### src/rtl/instr_fetch_unit.sv
// rtl/instr_fetch_unit.sv - fetch stage: PC owner, single-outstanding imem requests, decode handshake
module instr_fetch_unit #(
  parameter logic [31:0] RESET_PC = 32'h0000_0000
) (
  input  logic        clk,
  input  logic        rst_n,
  output logic        imem_req,
  output logic [31:0] imem_addr,
  input  logic        imem_ack,
  input  logic [31:0] imem_rdata,
  input  logic        redirect_valid,
  input  logic [31:0] redirect_pc,
  output logic        instr_valid,
  input  logic        instr_ready,
  output logic [31:0] instr,
  output logic [31:0] instr_pc,
  output logic [31:0] pc_plus4
);

  typedef enum logic [1:0] {
    START = 2'd0,
    FETCH = 2'd1,
    HOLD  = 2'd2
  } state_t;

  state_t      state;
  state_t      state_nx;

  logic [31:0] pc;
  logic [31:0] pc_nx;
  logic [31:0] target;
  logic [31:0] target_nx;
  logic        kill;
  logic        kill_nx;
  logic        valid_nx;
  logic [31:0] instr_nx;
  logic [31:0] instr_pc_nx;
  logic [31:0] pc_plus4_nx;

  logic [31:0] redirect_aligned;
  logic [31:0] pc_inc;

  // Low two bits of the redirect target are dropped: fetch is always word-aligned.
  assign redirect_aligned = redirect_pc & ~32'h0000_0003;
  assign pc_inc           = pc + 32'd4;

  // The request is a level held for the whole FETCH state, so the address
  // must not move until the ack arrives; it is simply the PC register.
  assign imem_req  = (state == FETCH);
  assign imem_addr = pc;

  // State register.
  always_ff @(posedge clk or negedge rst_n) begin
    if (!rst_n) begin
      state <= START;
    end else begin
      state <= state_nx;
    end
  end

  // Datapath registers: PC, pending-redirect bookkeeping and the output slot.
  always_ff @(posedge clk or negedge rst_n) begin
    if (!rst_n) begin
      pc          <= RESET_PC;
      target      <= RESET_PC;
      kill        <= 1'b0;
      instr_valid <= 1'b0;
      instr       <= 32'h0000_0000;
      instr_pc    <= 32'h0000_0000;
      pc_plus4    <= 32'h0000_0000;
    end else begin
      pc          <= pc_nx;
      target      <= target_nx;
      kill        <= kill_nx;
      instr_valid <= valid_nx;
      instr       <= instr_nx;
      instr_pc    <= instr_pc_nx;
      pc_plus4    <= pc_plus4_nx;
    end
  end

  // Next-state and next-datapath logic; everything holds unless a branch below moves it.
  always_comb begin
    state_nx    = state;
    pc_nx       = pc;
    target_nx   = target;
    kill_nx     = kill;
    valid_nx    = instr_valid;
    instr_nx    = instr;
    instr_pc_nx = instr_pc;
    pc_plus4_nx = pc_plus4;

    case (state)
      START: begin
        state_nx = FETCH;
      end

      FETCH: begin
        if (imem_ack) begin
          if (kill || redirect_valid) begin
            // Wrong-path word: drop it and restart at the newest target.
            pc_nx   = redirect_valid ? redirect_aligned : target;
            kill_nx = 1'b0;
          end else begin
            instr_nx    = imem_rdata;
            instr_pc_nx = pc;
            pc_plus4_nx = pc_inc;
            valid_nx    = 1'b1;
            pc_nx       = pc_inc;
            state_nx    = HOLD;
          end
        end else if (redirect_valid) begin
          // Request in flight: remember where to go, squash the returning word.
          target_nx = redirect_aligned;
          kill_nx   = 1'b1;
        end
      end

      HOLD: begin
        if (redirect_valid) begin
          // Redirect wins over ready; a coincident ready still consumed the word.
          valid_nx = 1'b0;
          pc_nx    = redirect_aligned;
          state_nx = FETCH;
        end else if (instr_ready) begin
          valid_nx = 1'b0;
          state_nx = FETCH;
        end
      end

      default: begin
        state_nx = START;
      end
    endcase
  end

endmodule

### config.mk
export PLATFORM = sky130hd
export DESIGN_NAME = instr_fetch_unit
export DESIGN_NICKNAME = d
export VERILOG_FILES = /design/src/rtl/instr_fetch_unit.sv
export SDC_FILE = /design/constraint.sdc
export NUM_CORES = 1
export LEC_CHECK = 0
export BUFFER_PORTS_ARGS = -buffer_cell sky130_fd_sc_hd__buf_4
export CAP_MARGIN = 15
export CORE_ASPECT_RATIO = 1.75
export CORE_MARGIN = 2
export CORE_UTILIZATION = 44
export CTS_BUF_LIST = sky130_fd_sc_hd__clkbuf_4
export DETAILED_ROUTE_END_ITERATION = 16
export GPL_TIMING_DRIVEN = 1
export PLACE_DENSITY = 0.69
export SYNTH_ARGS = -nofsm -noshare
export SYNTH_HDL_FRONTEND = slang
export SYNTH_SLANG_ARGS = --single-unit
### constraint.sdc
create_clock -name clk -period 3.1 [get_ports clk]
set_clock_uncertainty 0.2 [all_clocks]
set_input_delay 0.155 -clock clk [delete_from_list [all_inputs] [get_ports clk]]
set_output_delay 0.155 -clock clk [all_outputs]
set_load 0.02 [all_outputs]
==> reports/summary.md <==
The headroom to the max-slew limit came out at 38.2%. The clock reaches the later pin of the worst-skew pair after 0.58 ns. Initial cell density of the core: 44.9%. The logs give 7390 um2 for the mapped cell area and 4 for the H-tree depth. Counting flops with an async set or reset pin after synthesis yields a share of 100%.

The run gives 0.483 mV as the worst supply voltage drop on vdd. Max-cap violations in this run came to 0. The dominant cell by count in the synthesized netlist is sky130_fd_sc_hd__nand2_1.

After clock tree synthesis, the setup repair step added 0 buffers. For the via count of the first global-routing pass, the log shows 6688. TritonCTS built the clock tree. The critical path is of the reg2reg type. After routing the design area is 10100 um2. The worst register-to-register path has a setup slack of 0.39 ns.

The run finished with clean final reports. The count of unique library cells instantiated by Yosys is 62. For the final routed database, the setup TNS stands at 0 ns.

The floorplan step set the die height to 175 um. The area of the die came out at 17900 um2. Summed over all layers, the global routing overflow is 0. For this block, the routed nets add up to 22.4 mm of wire. Ranked by total cell area, the synthesized netlist is headed by sky130_fd_sc_hd__dfrtp_1, sky130_fd_sc_hd__nand2_1, sky130_fd_sc_hd__mux2_2, sky130_fd_sc_hd__o21ai_0, sky130_fd_sc_hd__clkbuf_1. The run gives 0 as the count of final hold-check violations.

The proportion of synthesized chip area in sequential cells was 54.9%; the final instance count without filler cells was 1277. The tools report the endpoint type of the worst setup path as a register. Horizontal die dimension: 102 um. Number of enable-type register cells in the synthesized netlist: 0. The part of the cycle the worst path needs was 87.4%. The number of antenna violations at the first check in global routing came out at 1. The first global-routing pass estimated 35.8 mm of wire. Before antenna repair, the detailed router went through 8 iterations.

No sink is reached through more buffers than the 2 on the longest clock path. The post-detailed-placement half-perimeter wirelength is 15.5 mm. The class of the tightest hold or removal check was in2reg. Synthesis produced a netlist whose cell count is 786. Summed over its instances, the top area cell type makes up 54.9% of the synthesized netlist area. The count of routing violations after the opening detailed-route iteration was 339.

After detailed placement, the design holds a cell count of 1175. Across all layers, the routed design uses 6718 vias. The tools report the number of max-slew violations in the final report as 0.

The floorplan has 62 rows. The cell taking the most area after synthesis was sky130_fd_sc_hd__dfrtp_1. Post-detailed-route via-to-cell ratio: 5.26. The clock root buffer is sky130_fd_sc_hd__clkbuf_4.

By count the netlist is led by sky130_fd_sc_hd__nand2_1, sky130_fd_sc_hd__dfrtp_1, sky130_fd_sc_hd__clkbuf_1. At the end of routability-driven placement, the weighted congestion stood at 0.866. Along the worst path, the maximum fanout reaches 7. At the end of the flow, the number of nets in the layout was 1109. The logs give 9130 um2 for the instance area after placement and 0 for the post-detailed-route count of antenna-violating nets. The run gives 0 as the post-detailed-route DRC marker count.

The worst setup path is launched from a register. The logs give 3.37 ns for the required time of the worst setup path and 0 for the total number of yosys warnings. The ratio of cells with drive above 1 in the final layout was 28.4%. The number of placed I/O pins is 199.

The synthesized area divided by synthesized cell count was 9.40 um2. When the netlist entered floorplanning its net count stood at 856. After clock tree synthesis, the clock-pin slew on the worst setup and hold paths is 0.17 ns. The count of port buffers added during placement is 196, and the area of the core region is 16400 um2.

The measured slew at the worst slew-check pin works out to 0.927 ns. The run gives 69 as the hold-fix buffer count after cts. For the clock buffer count from CTS, the log shows 17.

The logs give 0 for the number of endpoints failing setup at the final stage and 9.48 mW for the total power. Global routing consumed, over all layers together, 25.9% of the routing resources. The leakage power total is 4.87 nW, and the maximum number of pins on one net before global-route repair is 60. The post-detailed-route wirelength per cell is 17.6 um. Dividing total power by cell area gives a power density of 937 nW/um2. For this run, the leading register cell type out of synthesis is sky130_fd_sc_hd__dfrtp_1. The smallest clock period supported by the final layout is computed as 2.71 ns. Setup repair after global routing left no endpoint under its margin. Data on the critical path arrives at its endpoint at 2.98 ns. The tools report the highest clock frequency the design can meet as 0.369 GHz. The run gives 162 as the number of clock sinks. The synthesized flop and latch total came out at 162.

The synthesis-to-layout area growth is 36.9%. After clock tree synthesis, the repair step resized 0 gates.
[layout by cell type (no fill, tap or decap), drive strengths merged, types with 3 or more instances in the layout]
cell type,netlist,routed
o21a,4,4
o22ai,4,4
o22a,3,3
inv,1,9
nor4,8,8
a31oi,6,6
and3,10,10
clkbuf,45,18
nor2b,4,4
a211oi,3,3
nor3,10,10
a21oi,23,23
xnor2,14,14
clkinv,1,6
xor2,11,11
and2,3,3
mux2i,4,4
a221o,6,6
nand3,24,24
a21o,4,4
buf,14,225
dfrtp,162,162
nand2,258,258
nor2,30,30
mux2,31,31
or2,3,3
or3,6,6
o21ai,37,37
nand2b,4,4
a211o,5,5
o211ai,8,8
dlygate4sd3,0,68
nand4,11,11
[power by group]
part | leakage, nW | internal [mW] | switching, mW
Combinational | 2.74 | 1.88 | 2.45
Clock | 0.157 | 0.437 | 0.848
Sequential | 1.97 | 3.01 | 0.854
Total | 4.87 | 5.33 | 4.15
[logic make-up after synthesis]
| group | synth area share (%) |
|---|---|
| adder cells (fa/ha/maj) | 0.169 |
| flip-flops | 54.9 |
| multiplexers | 5.27 |
| AND/OR/NAND/NOR | 22.4 |
| XOR/XNOR | 2.96 |
| AO/OA/AOI/OAI | 10.9 |
| buffers and inverters | 3.47 |
[path summary, 6_finish.rpt]
kind / from / endpoint / cells after the start
worst max-delay path: imem_addr[3] / imem_addr[22] / 6
worst min-delay path: imem_rdata[17] / instr[17] / 4
worst max register to register: imem_addr[3] / imem_addr[22] / 6
worst min register to register: instr_pc[11] / instr_pc[11] / 2
max in group asynchronous: rst_n / instr_pc[14] / 4
min in group asynchronous: rst_n / target[24] / 4
[routing by layer]
layer,GRT usage (%),up-vias,share of wire (%)
met2,45.2,235,53
met1,31.1,3276,39
met3,4.74,37,4.9
met5,0,-,0
met4,10.3,0,2.7
li1,-,3170,-
[per-stage QoR]
stage / setup slack, ns / util [%] / hold slack, ns
after CTS: 0.404 / 61.5 / 0.0497
after global routing: 0.237 / 61.5 / 0.0726
final: 0.389 / 61.5 / 0.0895
after detailed placement: 0.420 / 55.5 / -0.0222
after floorplan: 0.578 / - / -0.341
after global placement: 0.470 / 55.5 / -0.0295
[flip-flops by register name (all words and copies together) (netlist names)]
register,count
instr_valid,1
imem_addr,32
pc_plus4,30
state,2
instr_pc,32
kill,1
target,32
instr,32
[critical path, cell delays in order (launching register included)]
cell and delay, ns:
sky130_fd_sc_hd__dfrtp_1 0.49, sky130_fd_sc_hd__ha_1 0.30, sky130_fd_sc_hd__nand4_1 0.27, sky130_fd_sc_hd__or4_1 0.71
sky130_fd_sc_hd__o21ai_1 0.23, sky130_fd_sc_hd__nand3_1 0.09, sky130_fd_sc_hd__a221o_1 0.33
[layout make-up]
cell class | count | area [um2]
multi-input cells | 563 | 3100
diodes | 1 | 2.50
clock inverters | 14 | 145
well taps | 224 | 280
clock buffers | 18 | 135
flip-flops and latches | 162 | 4050
repair buffers | 293 | 2390
fillers | 1453 | 6330
inverters | 2 | 7.51
Note: power is estimated with default switching activity, not from simulation.
